<file path="src/rtl/cfg_frame_pkg.sv">
// Shared definitions for the configuration frame writer: header layout,
// magic value and the writer state encoding.
package cfg_frame_pkg;

    localparam logic [7:0] CFG_MAGIC = 8'hFA;

    localparam int MAGIC_MSB = 31;
    localparam int MAGIC_LSB = 24;
    localparam int FRAME_MSB = 20;
    localparam int FRAME_LSB = 16;
    localparam int COL_MSB   = 12;
    localparam int COL_LSB   = 8;

    localparam int FRAME_W = FRAME_MSB - FRAME_LSB + 1;
    localparam int COL_W   = COL_MSB - COL_LSB + 1;

    typedef enum logic [2:0] {
        IDLE,
        LOAD,
        SETUP,
        STROBE,
        HOLD,
        DISCARD
    } cfg_wr_state_t;

    function automatic logic addrInRange(
        input logic [COL_W-1:0]   col,
        input logic [FRAME_W-1:0] frame,
        input int                 numCols,
        input int                 maxFrames
    );
        return (int'(col) < numCols) && (int'(frame) < maxFrames);
    endfunction

endpackage

</file>
<file path="src/rtl/cfg_strobe_decoder.sv">
// Combinational column/frame to one-hot frame strobe decode.
// An out-of-range address or a low enable yields an all-zero vector.
import cfg_frame_pkg::*;

module cfg_strobe_decoder #(
    parameter int NumberOfCols    = 23,
    parameter int MaxFramesPerCol = 20
) (
    input  logic [COL_W-1:0]                          col,
    input  logic [FRAME_W-1:0]                        frame,
    input  logic                                      enable,
    output logic [NumberOfCols*MaxFramesPerCol-1:0]   strobe
);

    always_comb begin
        strobe = '0;
        for (int c = 0; c < NumberOfCols; c++) begin
            for (int f = 0; f < MaxFramesPerCol; f++) begin
                if (enable && (int'(col) == c) && (int'(frame) == f)) begin
                    strobe[c*MaxFramesPerCol + f] = 1'b1;
                end
            end
        end
    end

endmodule

</file>
<file path="src/rtl/cfg_frame_writer.sv">
// Write side of the fabric configuration frame interface: collects a header
// plus one word per row, then fires one registered one-hot frame strobe.
//
// state   | meaning
// IDLE    | waiting for a header word
// LOAD    | writing row words into FrameData, row 0 first
// SETUP   | one cycle of FrameData setup before the strobe
// STROBE  | addressed strobe bit high for StrobeCycles cycles
// HOLD    | one cycle of FrameData hold, frame counted
// DISCARD | swallowing the rows of a bad-address frame
import cfg_frame_pkg::*;

module cfg_frame_writer #(
    parameter int NumberOfRows    = 7,
    parameter int NumberOfCols    = 23,
    parameter int FrameBitsPerRow = 32,
    parameter int MaxFramesPerCol = 20,
    parameter int StrobeCycles    = 2
) (
    input  logic                                      CLK,
    input  logic                                      RESET,
    input  logic [31:0]                               in_data,
    input  logic                                      in_valid,
    output logic                                      in_ready,
    input  logic                                      err_clr,
    output logic [NumberOfRows*FrameBitsPerRow-1:0]   FrameData,
    output logic [NumberOfCols*MaxFramesPerCol-1:0]   FrameStrobe,
    output logic                                      busy,
    output logic                                      error,
    output logic [15:0]                               frames_written
);

    localparam int RowW = (NumberOfRows > 1) ? $clog2(NumberOfRows) : 1;
    localparam int CntW = $clog2(StrobeCycles + 1);
    localparam logic [RowW-1:0] LastRow = RowW'(NumberOfRows - 1);

    cfg_wr_state_t        state;
    logic [RowW-1:0]      rowCnt;
    logic [CntW-1:0]      strobeCnt;
    logic [COL_W-1:0]     colReg;
    logic [FRAME_W-1:0]   frameReg;
    logic                 strobeEn;
    logic [NumberOfCols*MaxFramesPerCol-1:0] strobeVec;

    logic                 accept;
    logic [7:0]           magicField;
    logic [COL_W-1:0]     colField;
    logic [FRAME_W-1:0]   frameField;

    assign accept     = in_valid && in_ready;
    assign magicField = in_data[MAGIC_MSB:MAGIC_LSB];
    assign colField   = in_data[COL_MSB:COL_LSB];
    assign frameField = in_data[FRAME_MSB:FRAME_LSB];

    // Decode one cycle ahead so the registered strobe lines up with STROBE.
    assign strobeEn = (state == SETUP) || ((state == STROBE) && (strobeCnt != '0));

    cfg_strobe_decoder #(
        .NumberOfCols    (NumberOfCols),
        .MaxFramesPerCol (MaxFramesPerCol)
    ) u_strobeDecoder (
        .col    (colReg),
        .frame  (frameReg),
        .enable (strobeEn),
        .strobe (strobeVec)
    );

    always_ff @(posedge CLK) begin
        if (RESET) begin
            state          <= IDLE;
            rowCnt         <= '0;
            strobeCnt      <= '0;
            colReg         <= '0;
            frameReg       <= '0;
            FrameData      <= '0;
            FrameStrobe    <= '0;
            in_ready       <= 1'b1;
            busy           <= 1'b0;
            error          <= 1'b0;
            frames_written <= '0;
        end else begin
            FrameStrobe <= strobeVec;
            // A new error event later in this block overrides the clear.
            if (err_clr) begin
                error <= 1'b0;
            end

            case (state)
                IDLE: begin
                    if (accept) begin
                        if (magicField != CFG_MAGIC) begin
                            error <= 1'b1;
                        end else begin
                            rowCnt <= '0;
                            busy   <= 1'b1;
                            if (addrInRange(colField, frameField, NumberOfCols, MaxFramesPerCol)) begin
                                colReg   <= colField;
                                frameReg <= frameField;
                                state    <= LOAD;
                            end else begin
                                error <= 1'b1;
                                state <= DISCARD;
                            end
                        end
                    end
                end

                LOAD: begin
                    if (accept) begin
                        for (int r = 0; r < NumberOfRows; r++) begin
                            if (rowCnt == RowW'(r)) begin
                                FrameData[r*FrameBitsPerRow +: FrameBitsPerRow] <= in_data;
                            end
                        end
                        if (rowCnt == LastRow) begin
                            state    <= SETUP;
                            in_ready <= 1'b0;
                        end else begin
                            rowCnt <= rowCnt + 1'b1;
                        end
                    end
                end

                DISCARD: begin
                    if (accept) begin
                        if (rowCnt == LastRow) begin
                            state <= IDLE;
                            busy  <= 1'b0;
                        end else begin
                            rowCnt <= rowCnt + 1'b1;
                        end
                    end
                end

                SETUP: begin
                    strobeCnt <= CntW'(StrobeCycles - 1);
                    state     <= STROBE;
                end

                STROBE: begin
                    if (strobeCnt == '0) begin
                        state <= HOLD;
                    end else begin
                        strobeCnt <= strobeCnt - 1'b1;
                    end
                end

                HOLD: begin
                    frames_written <= frames_written + 16'd1;
                    state          <= IDLE;
                    in_ready       <= 1'b1;
                    busy           <= 1'b0;
                end

                default: begin
                    state    <= IDLE;
                    in_ready <= 1'b1;
                    busy     <= 1'b0;
                end
            endcase
        end
    end

endmodule
</file>
<file path="config.mk">
export PLATFORM = sky130hd
export DESIGN_NAME = cfg_frame_writer
export DESIGN_NICKNAME = d
export VERILOG_FILES = /design/src/rtl/cfg_frame_pkg.sv /design/src/rtl/cfg_strobe_decoder.sv /design/src/rtl/cfg_frame_writer.sv
export SDC_FILE = /design/constraint.sdc
export NUM_CORES = 1
export LEC_CHECK = 0
export CORE_AREA = 2 2 286 288
export CTS_BUF_LIST = sky130_fd_sc_hd__clkbuf_8
export DETAILED_ROUTE_END_ITERATION = 16
export DIE_AREA = 0 0 288 290
export DONT_BUFFER_PORTS = 1
export PLACE_DENSITY = 0.5
export SETUP_SLACK_MARGIN = 0.05
export SYNTH_ARGS = -nofsm -noshare
export SYNTH_HDL_FRONTEND = slang
export SYNTH_SLANG_ARGS = --single-unit
</file>
<file path="constraint.sdc">
create_clock -name CLK -period 1.75 [get_ports CLK]
set_input_delay 0.0875 -clock CLK [delete_from_list [all_inputs] [get_ports CLK]]
set_output_delay 0.0875 -clock CLK [all_outputs]
set_load 0.05 [all_outputs]
</file>
After elaboration in Yosys (flattened, before gate mapping)

Index checks and enable logic that the tools add are counted.

Memory bits (writable): 0
Memory bits (read-only): 0
Word-level logic and storage cells: 1086
Latch bits: 0
Output and inout port bits: 703
Memories kept: 0
Bits in registers: 721

Mux-type cells: 487
Div/mod/pow operators: 0
Multiply operators: 0
Add/sub/neg operators: 3
Bitwise operators: 3
Shifts and indexed selects: 0
Reduce and logical (&&, ||, !) cells: 511
Eq/ne operators: 63
Magnitude comparators: 2

Operators by type and width:

| operator                                      | number |
|---|---|
| logical AND 1 bit                             | 486 |
| two-way mux 1 bit                             | 469 |
| == test 5 bit, second input constant          | 27 |
| == test 5 x 4 -> 1 bit, second input constant | 8 |
| two-way mux 3 bit                             | 12 |
| AND reduction 3 bit                           | 8 |
| == test 5 x 3 -> 1 bit, second input constant | 4 |
| adder 16 x 1 -> 16 bit, second input constant | 1 |
| != test 2 bit, second input constant          | 8 |
| == test 3 bit, second input constant          | 5 |
| case mux 3 bit (5 select lines)               | 1 |
| == test 3 x 2 -> 1 bit, second input constant | 4 |
| == test 5 x 2 -> 1 bit, second input constant | 2 |
| logical NOT 5 bit                             | 2 |
| < comparator 5 bit, second input constant     | 2 |
| AND reduction 5 bit                           | 2 |
| != test 8 bit, second input constant          | 1 |
| AND reduction 7 bit                           | 1 |
| == test 3 x 1 -> 1 bit, second input constant | 2 |
| logical NOT 3 bit                             | 2 |
| case mux 3 bit (2 select lines)               | 1 |
| nonzero test 2 bit                            | 3 |
| != test 2 x 1 -> 1 bit, second input constant | 2 |
| case mux 2 bit (2 select lines)               | 1 |
| other kinds (13)                              | 15 |

Logic depth before layout (Yosys ltp)

Depth after elaboration: 6
Depth in mapped cells: 8
Mapped depth without buffers: 6

Hierarchy

Synthesis repeated with hierarchy kept, for this count alone.

Cell total of the unflattened synthesis: 2636
Area, all modules: 26003.7 um2

By module, submodules not included:

| module             | cells an instance | instances | area each (um2) |
|---|---|---|---|
| cfg_frame_writer   | 1952              | 1         | 22036.1 |
| cfg_strobe_decoder | 684               | 1         | 3967.6 |

Worst setup path before layout

No wires, ideal clock.

Path kind: flip-flop to flip-flop
From: reg frames_written[3]
To: reg frames_written[13]
Path buffers: 1
Data arrival time: 1.921 ns
Stages on the path, launching flop included: 6
Required time: 1.680 ns
Path slack: -0.242 ns
Cell sequence: dfxtp_1 > and4_1 > nand4_1 > clkbuf_1 > or4_1 > a21oi_1

Word-level cells in the longest chain between the ends: 1

Ends and longest elaborated chain:

| what                     | RTL line                | source |
|---|---|---|
| start: declaration       | cfg_frame_writer.sv:30  | `output logic [15:0] frames_written` |
| start signal: assignment | cfg_frame_writer.sv:149 | `frames_written <= frames_written + 16'd1;` |
| adder 16 x 1 -> 16 bit   | cfg_frame_writer.sv:149 |  |

Every way passes these cells.
A chain may end at the register's enable or synchronous reset.

Worst setup path in the final report

From: reg strobeCnt[0]
To: reg FrameStrobe[190]

Word-level cells in the longest chain between the ends: 6

Ends and longest elaborated chain:

| what                           | RTL line                 | source |
|---|---|---|
| start: declaration             | cfg_frame_writer.sv:39   | `logic [CntW-1:0] strobeCnt;` |
| start signal: assignment       | cfg_frame_writer.sv:136  | `strobeCnt <= CntW'(StrobeCycles - 1);` |
| start signal: assignment       | cfg_frame_writer.sv:144  | `strobeCnt <= strobeCnt - 1'b1;` |
| nonzero test 2 bit             | cfg_frame_writer.sv:56   | `assign strobeEn = (state == SETUP) \|\| ((state == STROBE) && (strobeCnt != '0));` |
| logical AND 1 bit              | cfg_frame_writer.sv:56   |  |
| logical OR 1 bit               | cfg_frame_writer.sv:56   |  |
| logical AND 1 bit (2 in a row) | cfg_strobe_decoder.sv:19 | `if (enable && (int'(col) == c) && (int'(frame) == f)) begin` |
| two-way mux 1 bit              | cfg_strobe_decoder.sv:19 |  |
| end signal: assignment         | cfg_frame_writer.sv:82   | `FrameStrobe <= strobeVec;` |
| end: declaration               | cfg_frame_writer.sv:27   | `output logic [NumberOfCols*MaxFramesPerCol-1:0] FrameStrobe,` |

Every way passes these cells.

==> impl_metrics.json <==
{
  "outcome": "finished with violations",
  "violations": "negative hold slack, negative setup slack",
  "die_area_mm2": 0.08352,
  "end_kind": "register",
  "antenna_found_initial": 5,
  "slowest_delay_ns": 0.34,
  "fin_setup_tns_ns": -1.519,
  "yosysTopAreaCellShare": 0.6772,
  "root_buffer": "clkbuf_8",
  "groute.usage.overall": 0.1872,
  "finalHoldViolations": 248,
  "dieHeight_um": 290,
  "yosysWarnings": 0,
  "crit_slowest_cell": "dfxtp_2",
  "drt-total-wl_mm": 89.06,
  "grt_pass1_vias": 16130,
  "setup_viol": 86,
  "ys_types": 47,
  "ys_seq_elements": 721,
  "dr_total_vias": 16780,
  "port_buffers": 0,
  "syn_inst": 2224,
  "clock_skew_ns": 0.06247,
  "first_pass_iters": 5,
  "ys_seq_area_frac": 0.6772,
  "path_class": "reg -> reg",
  "drt_iter0_drc": 1063,
  "rows": 104,
  "h-tree-depth": 3,
  "synth_edf_count": 0,
  "r2r_cells": 10,
  "design.portCount": 739,
  "grt_pass1_wl_mm": 115.2,
  "p_leak_nw": 11.27,
  "ant_nets": 0,
  "clk_latency_ns": 0.77,
  "wire_per_inst_um": 24.45,
  "rsz0062_at_grt": "yes",
  "hold_depth": 1,
  "drive_above_1_share": 0.2951,
  "instances_no_fill": 3643,
  "cts_sinks": 721,
  "synth_commonest_cells": "721 x dfxtp_1, 546 x nor2_1, 369 x nand2_1, 175 x a21oi_1, 133 x clkbuf_1",
  "hold_path.class": "in -> reg",
  "clock_path_buffers": 3,
  "drv_slew": 0,
  "synth.area.top_cells": "dfxtp_1 68%, nor2_1 9.6%, nand2_1 6.5%",
  "coreArea_mm2": 0.08016,
  "drc": 0,
  "fmax_mhz": 546.6,
  "drv_cap": 0,
  "crit_arrival_ns": 2.49,
  "overflow": 0,
  "syn_area_mm2": 0.02131,
  "setup_slack_ns": -0.07933,
  "cts_tree": "yes",
  "gp_congestion": 0.8298,
  "vias_per_cell": 4.607,
  "finalNetCount": 2528,
  "worstMarginPinSlew_ns": 0.9697,
  "final_core_util": 0.3718,
  "areaGrowthSynthToFinish_pct": 39.84,
  "yosysMostFrequentCell": "dfxtp_1",
  "ir_worst_vdd_mv": 0.5907,
  "cts_buffers": 113,
  "power_density_mw_per_mm2": 1090,
  "initial_core_util": 0.2659,
  "cp_max_fo": 6,
  "cp-start-kind": "register",
  "hold_ws_ns": -0.5466,
  "dp.cells": 3341,
  "hpwlAfterDp_mm": 53.60,
  "nFillCells": 7867,
  "synth_area_per_cell_um2": 9.583,
  "crit_path_cell_trace": "inv_2 -> ha_4 -> and2_4 -> nor4b_4 -> buf_4 -> buf_8 -> nand3b_1 -> buf_6 -> clkbuf_16 -> nor2_1",
  "synthArstFlopShare": 0,
  "clk_pin_slew_worst_paths_ns": 0.06,
  "fin_crit_ns": 1.829,
  "max_slew_margin": 0.3514,
  "pre_cts_ws_ns": -0.2263,
  "syn_nets": 2267,
  "synth_top_area_cell": "dfxtp_1",
  "die_w_um": 288,
  "grt_max_degree": 253,
  "ys.flop_type": "dfxtp_1",
  "cp_data_required_time_ns": 2.41,
  "finalCritPeriodShare": 1.045
}
[routing by layer]
metal / vias up / routed length (um) / global-route usage
li1: 7578 / - / -
met4: 4 / 3083 / 0.06887
met5: - / 24 / 0
met2: 862 / 45340 / 0.3367
met3: 169 / 8707 / 0.06737
met1: 8171 / 31900 / 0.1987
[report_power, final]
| group | internal [mW] | total (mW) | switching, mW |
|---|---|---|---|
| Sequential | 16.4 | 16.4 | 0.00923 |
| Clock | 8.71 | 15.8 | 7.09 |
| Combinational | 0.0963 | 0.273 | 0.177 |
[cells by family (layout without fill, tap and decap cells)]
kind of cell               count (synthesis)  count (layout)  share of synthesized area
other                                      0               4                          0
adders and majority gates                  7               7                   0.004109
AOI/OAI and AO/OA                        201             201                    0.04908
and+or+nand+nor                         1012            1012                     0.1929
muxes                                     74              74                    0.03475
DFF                                      721             721                     0.6772
xor gates and xnor gates                   8               8                   0.003288
buffers and inverters                    201             556                    0.03863
[repair_timing]
action	in CTS	in global routing
setup endpoints to repair	525	523
hold buffers	20	6
cloned	10	33
resized for setup	59	366
endpoints found under the hold margin	385	298
setup buffers	11	10
pin swaps	28	47
[worst paths after layout]
path | from | end | slack [ns]
max | strobeCnt[0] | FrameStrobe[190] | -0.08
min | RESET | FrameData[52] | -0.55
max reg2reg | strobeCnt[0] | FrameStrobe[190] | -0.08
min reg2reg | FrameData[214] | FrameData[214] | 0.45
[critical path, delay by kind of cell (launching register included)]
kind,cells,cell delay (ns)
buffers and inverters,5,0.70
flip-flops,1,0.34
adder cells (fa/ha/maj),1,0.15
AND/OR/NAND/NOR,4,0.59
[cell usage in the layout, fill, tap and decap left out, types with 11 or more instances in the layout]
cell,count
dfxtp_2,11
buf_4,201
buf_6,28
nor2_4,110
clkbuf_16,25
a21oi_2,27
dlygate4sd3_1,25
inv_1,31
nand2_2,11
nand2_1,345
a21oi_1,148
nand4_1,17
mux2i_1,74
o21ai_0,11
nor2_1,388
clkbuf_8,144
dfxtp_1,703
buf_12,44
nand3_1,17
nor2_2,48
clkinv_2,21
[per-stage QoR]
| stage | instance area, um2 | total power [mW] |
|---|---|---|
| after floorplan | 21340 | 16.96 |
| after global placement | 24290 | 16.90 |
| after detailed placement | 24290 | 16.91 |
| after CTS | 27650 | 32.71 |
| after global routing | 29800 | 33.59 |
| final | 29800 | 32.49 |
[final cells by class]
type	count	area [um2]	area share
clock inverters	65	588.1	0.01973
well taps	1060	1326	0.04450
inverters	10	37.54	0.001259
repair buffers	337	3901	0.1309
clock buffers	144	1982	0.06650
flip-flops and latches	721	14470	0.4856
diodes	4	10.01	0.0003359
multi-input cells	1302	7485	0.2511
[state kept, by name (all words and copies together), names as in the netlist]
name,count
frameReg,5
rowCnt,3
FrameStrobe,460
busy,1
frames_written,16
error,1
in_ready,1
colReg,5
FrameData,224
strobeCnt,2
state,3
Power figures use the tool's default switching activity.
